`config.mk`:
```
export PLATFORM = sky130hd
export DESIGN_NAME = fetch_sequencer
export DESIGN_NICKNAME = d
export VERILOG_FILES = /design/src/rtl/fetch_sequencer.sv
export SDC_FILE = /design/constraint.sdc
export NUM_CORES = 1
export LEC_CHECK = 0
export CORE_MARGIN = 4
export CORE_UTILIZATION = 45
export DETAILED_ROUTE_END_ITERATION = 8
export PLACE_DENSITY = 0.77
export SKIP_LAST_GASP = 1
export SLEW_MARGIN = 30
export SYNTH_ARGS = -nofsm -noshare
export SYNTH_HDL_FRONTEND = slang
export SYNTH_SLANG_ARGS = --single-unit
```
`constraint.sdc`:
```
create_clock -name clk_i -period 2.4 [get_ports clk_i]
set_clock_uncertainty 0.05 [all_clocks]
set_input_delay 0.36 -clock clk_i [delete_from_list [all_inputs] [get_ports clk_i]]
set_output_delay 0.36 -clock clk_i [all_outputs]
set_load 0.02 [all_outputs]
```
`src/rtl/fetch_sequencer.sv`:
```
// Fetch/decode/execute sequencer for the 16-bit Thumb-subset core.
// Owns the PC, fetches halfwords over req/ack and hands each instruction to the execute unit.
module fetch_sequencer #(
  parameter int                ADDR_W      = 16,
  parameter logic [ADDR_W-1:0] RESET_PC    = {ADDR_W{1'b0}},
  parameter int                MEM_TIMEOUT = 15
) (
  input  logic              clk_i,
  input  logic              reset_i,
  input  logic              start_i,
  input  logic              halt_i,
  output logic              imem_req_o,
  output logic [ADDR_W-1:0] imem_addr_o,
  input  logic              imem_ack_i,
  input  logic [15:0]       imem_rdata_i,
  output logic [15:0]       instr_o,
  input  logic [3:0]        opcode_i,
  output logic              exec_start_o,
  input  logic              exec_done_i,
  input  logic              branch_taken_i,
  input  logic [ADDR_W-1:0] branch_target_i,
  output logic [ADDR_W-1:0] pc_o,
  output logic              busy_o,
  output logic              fault_o,
  output logic [15:0]       retired_o,
  output logic [2:0]        state_o
);

  localparam int TW = (MEM_TIMEOUT > 1) ? $clog2(MEM_TIMEOUT) : 1;
  localparam logic [TW-1:0] TCNT_LAST = TW'(MEM_TIMEOUT - 1);

  typedef enum logic [2:0] {
    S_IDLE   = 3'd0,
    S_FETCH  = 3'd1,
    S_DECODE = 3'd2,
    S_EXEC   = 3'd3,
    S_FAULT  = 3'd4
  } state_t;

  state_t            state_q, state_d;
  logic [ADDR_W-1:0] pc_q, pc_d;
  logic [15:0]       instr_q, instr_d;
  logic [15:0]       retired_q, retired_d;
  logic [TW-1:0]     tcnt_q, tcnt_d;
  logic              halt_pend_q, halt_pend_d;
  logic              exec_start_q, exec_start_d;
  logic              imem_req_q, busy_q, fault_q;
  logic              busy_d;

  function automatic logic is_branch(input logic [3:0] op);
    return (op == 4'd10) || (op == 4'd12);
  endfunction

  // Next-state, PC/retire bookkeeping and fetch timeout.
  always_comb begin
    state_d      = state_q;
    pc_d         = pc_q;
    instr_d      = instr_q;
    retired_d    = retired_q;
    tcnt_d       = tcnt_q;
    exec_start_d = 1'b0;
    case (state_q)
      S_IDLE: begin
        if (start_i && !halt_i) begin
          state_d = S_FETCH;
          tcnt_d  = {TW{1'b0}};
        end else begin
          state_d = S_IDLE;
        end
      end
      S_FETCH: begin
        if (imem_ack_i) begin
          instr_d = imem_rdata_i;
          tcnt_d  = {TW{1'b0}};
          state_d = S_DECODE;
        end else if (tcnt_q == TCNT_LAST) begin
          tcnt_d  = {TW{1'b0}};
          state_d = S_FAULT;
        end else begin
          tcnt_d  = tcnt_q + TW'(1);
        end
      end
      S_DECODE: begin
        exec_start_d = 1'b1;
        state_d      = S_EXEC;
      end
      S_EXEC: begin
        if (exec_done_i) begin
          retired_d = retired_q + 16'd1;
          if (branch_taken_i && is_branch(opcode_i)) begin
            pc_d = branch_target_i & ~ADDR_W'(1);
          end else begin
            pc_d = pc_q + ADDR_W'(2);
          end
          // A halt seen on the retiring cycle itself still stops the core.
          state_d = (halt_pend_q || halt_i) ? S_IDLE : S_FETCH;
        end else begin
          state_d = S_EXEC;
        end
      end
      S_FAULT: state_d = S_FAULT;
      default: state_d = S_IDLE;
    endcase

    busy_d = (state_d == S_FETCH) || (state_d == S_DECODE) || (state_d == S_EXEC);

    if (state_d == S_IDLE) begin
      halt_pend_d = 1'b0;
    end else if (halt_i && (state_q == S_FETCH || state_q == S_DECODE || state_q == S_EXEC)) begin
      halt_pend_d = 1'b1;
    end else begin
      halt_pend_d = halt_pend_q;
    end
  end

  // State and output registers.
  always_ff @(posedge clk_i or posedge reset_i) begin
    if (reset_i) begin
      state_q      <= S_IDLE;
      pc_q         <= RESET_PC;
      instr_q      <= 16'h0000;
      retired_q    <= 16'h0000;
      tcnt_q       <= {TW{1'b0}};
      halt_pend_q  <= 1'b0;
      exec_start_q <= 1'b0;
      imem_req_q   <= 1'b0;
      busy_q       <= 1'b0;
      fault_q      <= 1'b0;
    end else begin
      state_q      <= state_d;
      pc_q         <= pc_d;
      instr_q      <= instr_d;
      retired_q    <= retired_d;
      tcnt_q       <= tcnt_d;
      halt_pend_q  <= halt_pend_d;
      exec_start_q <= exec_start_d;
      imem_req_q   <= (state_d == S_FETCH);
      busy_q       <= busy_d;
      fault_q      <= fault_q | (state_d == S_FAULT);
    end
  end

  assign imem_req_o   = imem_req_q;
  assign imem_addr_o  = pc_q;
  assign instr_o      = instr_q;
  assign exec_start_o = exec_start_q;
  assign pc_o         = pc_q;
  assign busy_o       = busy_q;
  assign fault_o      = fault_q;
  assign retired_o    = retired_q;
  assign state_o      = state_q;

endmodule

```
==> results of run 1 <==
==> sequential cells by signal, indices dropped and copies added (netlist names) <==
register	cells
exec_start_o	1
instr_o	16
fault_o	1
state_o	3
busy_o	1
imem_req_o	1
tcnt_q	4
imem_addr_o	15
retired_o	16
halt_pend_q	1
==> where the power goes <==
group          internal (mW)  switching [mW]
logic                   1.16            1.09
registers               1.33           0.382
clock network          0.715           0.379
total                   3.21            1.85
==> routing by layer <==
layer | vias up | track usage [%] | share of wire (%)
li1 | 1206 | - | -
met1 | 1242 | 23.5 | 43
met4 | 0 | 8.67 | 1.5
met5 | - | 0 | 0
met2 | 98 | 30.3 | 49
met3 | 10 | 4.42 | 5.8
==> layout make-up <==
cell class                 instances  area [um2]
multi-input combinational        191        1360
inverter                           3        11.3
clock buffer                      11         141
fill                             511        2130
sequential                        59        1480
timing repair buffer             119        1180
clock inverter                     5         100
tap                               77        96.3
==> worst paths after layout <==
path | start | depth (start not counted) | end | slack [ps]
max reg2reg | tcnt_q[0] | 6 | imem_req_o | 570
min reg2reg | retired_o[15] | 1 | retired_o[15] | 430
max | state_o[1] | 1 | state_o[1] | 300
max in group asynchronous | reset_i | 3 | tcnt_q[0] | 1510
min | reset_i | 2 | retired_o[9] | 240
min in group clk_i | retired_o[15] | 1 | retired_o[15] | 430
==> placed cells by master (no fill, tap or decap), types with 2 or more instances in the layout <==
master,synthesis,layout
and4_1,6,6
o21ai_0,16,16
xnor2_1,14,14
a2bb2oi_1,9,9
nor3_1,3,3
nor3b_1,4,4
bufinv_16,0,3
nand3b_1,2,2
nor2_1,8,8
nand2b_1,2,2
nor3_4,2,2
a31oi_1,3,3
mux2i_1,3,3
or2_2,3,3
mux2_2,15,15
nand4_1,8,8
nor2b_1,2,2
or2_1,2,2
clkbuf_8,0,10
conb_1,1,2
o22ai_1,9,9
and3_1,3,3
dfrtp_1,59,59
a311o_1,2,2
nand2_1,23,23
nand3_1,13,13
o22a_1,2,2
buf_4,17,8
clkdlybuf4s50_1,0,110
clkinv_2,0,2
and2_1,2,2
inv_1,3,2
ha_1,4,4
a21oi_1,14,14
==> logic make-up after synthesis <==
family	Yosys count
and+or+nand+nor	91
AOI/OAI and AO/OA	59
DFF	59
buffers and inverters	37
muxes	19
xor gates and xnor gates	16
adders and majority gates	4
other	1
==> through the flow <==
stage	std cells	worst slack (ps)	cell area [um2]	hold slack (ps)
CTS	465	291	4370	235
finish	465	301	4370	239
global route	465	232	4370	258
detailed placement	449	319	4130	405
global placement	449	359	4130	402
floorplan	287	534	3080	421
==> impl_metrics.env, run 1 <==
export IMPL_postSynthAreaPerCell_um2=10.8
export IMPL_cts_tree="done"
export IMPL_start_util_pct=47.4
export IMPL_tightestPinTransition_ps=501
export IMPL_p_leak_nw=1.80
export IMPL_outcome="complete, no violations"
export IMPL_portBuffers=110
export IMPL_rows=29
export IMPL_synth_distinct_cells=48
export IMPL_max_stage_delay_ps=700
export IMPL_fin_crit_sh_pct=87.5
export IMPL_antenna_found_initial=0
export IMPL_peakVddDrop_mv=0.698
export IMPL_crit_arrival_ps=1690
export IMPL_setup_viol=0
export IMPL_synth_mux_area_share_pct=6.83
export IMPL_clk_pin_slew_ps=70
export IMPL_synth_commonest_cells="dfrtp_1, nand2_1, buf_4"
export IMPL_ios=114
export IMPL_die_h_um=90.7
export IMPL_gp_congestion=0.797
export IMPL_crit_slowest_cell="clkdlybuf4s50_1"
export IMPL_synth_compound_area_share_pct=12.4
export IMPL_syn_inst=286
export IMPL_postRouteAntennaNets=0
export IMPL_drc=0
export IMPL_cts_sinks=59
export IMPL_path_buf_inv=1
export IMPL_overflow=0
export IMPL_hold_path_class="in2async"
export IMPL_vias_per_cell=5.50
export IMPL_critPathMaxFanout=13
export IMPL_synthesis_area_um2=3080
export IMPL_crit_type="reg2out"
export IMPL_htreeDepth=3
export IMPL_start_kind="flop"
export IMPL_dp_hpwl_mm=5.30
export IMPL_cts_buffer_depth=2
export IMPL_post_cts_setup_buffer_count=0
export IMPL_routed_wl_mm=7.32
export IMPL_drive_above_1_share_pct=13.4
export IMPL_vias=2556
export IMPL_hold_viol=0
export IMPL_yosys_warnings=0
export IMPL_rsz0062_at_grt="no"
export IMPL_die_area_um2=8230
export IMPL_cts_root_buffer="clkbuf_8"
export IMPL_synthAdderAreaFrac_pct=1.63
export IMPL_synth_top_area_share_pct=48.0
export IMPL_async_flop_share_pct=100
export IMPL_synth_edff_count=0
export IMPL_dieWidth_um=90.7
export IMPL_crit_family="buffers and inverters"
export IMPL_areaGrowthSynthToFinish_pct=42.0
export IMPL_yosys_area_share_simple_pct=18.3
export IMPL_finalSetupTns_ps=0
export IMPL_finalPower_mw=5.06
export IMPL_synth_top_family_by_area="simple AND/OR/NAND/NOR gates"
export IMPL_diodes=0
export IMPL_grt_pass1_vias=2626
export IMPL_yosysSeqAreaShare_pct=48.0
export IMPL_powerDensity_nw_per_um2=1160
export IMPL_grt_max_degree=48
export IMPL_synth_area_leaders="dfrtp_1, mux2_2, buf_4"
export IMPL_drt_pass1_iter_count=4
export IMPL_cts_buffers_inserted=9
export IMPL_nets=430
export IMPL_wl_per_cell_um=15.7
export IMPL_relSlewSlack_pct=66.6
export IMPL_cp_cell_sequence="clkdlybuf4s50_1"
export IMPL_max_clock_freq_ghz=0.476
export IMPL_end_kind="output port"
export IMPL_ys_flop_type="dfrtp_1"
export IMPL_grt_use_total_pct=18.7
export IMPL_fin_util_pct=67.3
export IMPL_core_um2=6490
export IMPL_cp_required_ps=1990
export IMPL_ys_seq_elements=59
export IMPL_postCtsHoldBufs=0
export IMPL_slew_viol_final=0
export IMPL_drtIter0Drc=110
export IMPL_grt_pass1_wl_mm=12.4
export IMPL_finalCriticalPeriod_ps=2100
export IMPL_max_cap_viol_count=0
export IMPL_yosysMostFrequentCell="dfrtp_1"
export IMPL_yosysTopAreaCell="dfrtp_1"
export IMPL_synth_xor_area_share_pct=4.80
export IMPL_ctsResizeCount=0
export IMPL_clk_latency_ps=330
(Power assumes the default switching activity.)
==> inputs of run 2 (changes only) <==
--- a/config.mk
+++ b/config.mk
@@ -5,6 +5,7 @@
 export SDC_FILE = /design/constraint.sdc
 export NUM_CORES = 1
 export LEC_CHECK = 0
+export CORE_ASPECT_RATIO = 1.1
 export CORE_MARGIN = 4
 export CORE_UTILIZATION = 45
 export DETAILED_ROUTE_END_ITERATION = 8
==> run 2 against run 1 <==
  * Core utilization fell by 1.9 points
  * Die area barely moved
  * Sequential power barely moved
  * Global-route usage rose by 0.22 points
  * Worst hold slack improved by 110 ps
  * Final cell count rose by 0.65%
  * Clock power fell by 16%
  * Sequential share of layout area rose by 0.28 points
  * Via count fell by 1.3%
  * Routed wire length rose by 1.9%
  * Count of clock-buffer cells in the layout rose by 2
  * Flip-flop and latch count did not move
  * Critical path type unchanged
  * Highest routed layer unchanged
==> impl_metrics.env, run 2 (same netlist as run 1, synthesis figures left out) <==
export IMPL_crit_slowest_cell="clkdlybuf4s50_1"
export IMPL_vias=2524
export IMPL_max_stage_delay_ps=700
export IMPL_vias_per_cell=5.39
export IMPL_hold_path_class="in2async"
export IMPL_grt_max_degree=60
export IMPL_portBuffers=110
export IMPL_drt_pass1_iter_count=5
export IMPL_rr_startpoint="tcnt_q[0]"
export IMPL_fin_crit_sh_pct=87.0
export IMPL_reg2reg_to="imem_req_o"
export IMPL_cts_tree="done"
export IMPL_crit_family="buffers and inverters"
export IMPL_fin_util_pct=65.3
export IMPL_slew_viol_final=0
export IMPL_postPlaceCellArea_um2=4140
export IMPL_rows=31
export IMPL_drc=0
export IMPL_nets=429
export IMPL_max_cap_viol_count=0
export IMPL_cp_required_ps=1990
export IMPL_dieWidth_um=86.9
export IMPL_post_cts_setup_buffer_count=0
export IMPL_setup_viol=0
export IMPL_drtIter0Drc=125
export IMPL_cts_buffer_depth=2
export IMPL_reg2reg_depth=6
export IMPL_outcome="complete, no violations"
export IMPL_htreeDepth=3
export IMPL_hold_ws_ps=353
export IMPL_finalSetupTns_ps=0
export IMPL_relSlewSlack_pct=65.2
export IMPL_diodes=0
export IMPL_clk_latency_ps=340
export IMPL_areaGrowthSynthToFinish_pct=40.8
export IMPL_grt_pass1_wl_mm=12.1
export IMPL_hold_viol=0
export IMPL_rrSetupSlack_ps=580
export IMPL_grt_use_total_pct=18.9
export IMPL_ios=114
export IMPL_final_common_cell="clkdlybuf4s50_1"
export IMPL_dp_hpwl_mm=5.40
export IMPL_end_kind="output port"
export IMPL_die_area_um2=8230
export IMPL_start_util_pct=46.4
export IMPL_final_cells=468
export IMPL_postLayoutCellArea_um2=4330
export IMPL_routed_wl_mm=7.46
export IMPL_die_h_um=94.7
export IMPL_crit_type="reg2out"
export IMPL_drive_above_1_share_pct=12.7
export IMPL_path_buf_inv=1
export IMPL_antenna_found_initial=0
export IMPL_grt_pass1_vias=2521
export IMPL_cts_sinks=59
export IMPL_gp_congestion=0.794
export IMPL_rsz0062_at_grt="no"
export IMPL_dp_cells=453
export IMPL_postCtsHoldBufs=0
export IMPL_start_kind="flop"
export IMPL_clk_pin_slew_ps=70
export IMPL_p_leak_nw=1.78
export IMPL_peakVddDrop_mv=0.748
export IMPL_wl_per_cell_um=15.9
export IMPL_crit_arrival_ps=1680
export IMPL_finalCriticalPeriod_ps=2090
export IMPL_critPathMaxFanout=13
export IMPL_ctsResizeCount=0
export IMPL_postRouteAntennaNets=0
export IMPL_tightestPinTransition_ps=522
export IMPL_cts_root_buffer="clkbuf_8"
export IMPL_cts_buffers_inserted=9
export IMPL_max_clock_freq_ghz=0.479
export IMPL_core_um2=6630
export IMPL_powerDensity_nw_per_um2=1130
export IMPL_overflow=0
export IMPL_final_cell_mix="clkdlybuf4s50_1, dfrtp_1, nand2_1"
export IMPL_cp_cell_sequence="clkdlybuf4s50_1"
run 2: per-layer routing:
layer | global-route usage (%) | routed length (um) | up-vias
met5 | 0 | 0 | -
met4 | 8.44 | 150 | 0
met1 | 23.3 | 3040 | 1228
met2 | 31.6 | 3900 | 81
met3 | 3.93 | 360 | 12
li1 | - | - | 1203
run 2: how the worst max path moves through the flow:
| stage | slack (ps) | end | cells after the start | start |
|---|---|---|---|---|
| 6_report | 310 | state_o[1] | 1 | state_o[1] |
| 2_1_floorplan | 530 | busy_o | 1 | reset_i |
| 3_5_place_dp | 410 | imem_addr_o[11] | 5 | exec_done_i |
| 3_3_place_gp | 420 | halt_pend_q | 5 | imem_ack_i |
| 4_1_cts | 280 | state_o[1] | 1 | state_o[1] |
| 5_1_grt | 230 | state_o[1] | 1 | state_o[1] |
run 2: layout make-up:
cell class	count	area (um2)
fill	535	2300
sequential	59	1480
multi-input combinational	191	1360
timing repair buffer	118	1190
clock buffer	13	159
tap	82	103
clock inverter	2	35.0
inverter	3	11.3
run 2: metrics by stage:
step / total power, mW / setup slack [ps]
2_1_floorplan: 3.05 / 534
3_3_place_gp: 3.95 / 420
3_5_place_dp: 4.01 / 408
4_1_cts: 4.93 / 283
5_1_grt: 5.18 / 228
6_report: 4.88 / 312
run 2: power breakdown:
group          switching, mW  internal, mW  leakage [nW]
Sequential             0.381          1.33         0.740
Combinational           1.10          1.16         0.938
Clock                  0.385         0.530        0.0995
Total                   1.86          3.02          1.78
==> inputs of run 3 (changes only) <==
--- a/config.mk
+++ b/config.mk
@@ -15,3 +15,4 @@
 export SYNTH_ARGS = -nofsm -noshare
 export SYNTH_HDL_FRONTEND = slang
 export SYNTH_SLANG_ARGS = --single-unit
+export TNS_END_PERCENT = 30
==> results of run 3 <==
The final DEF is identical to that of run 2; final timing and power are the same.
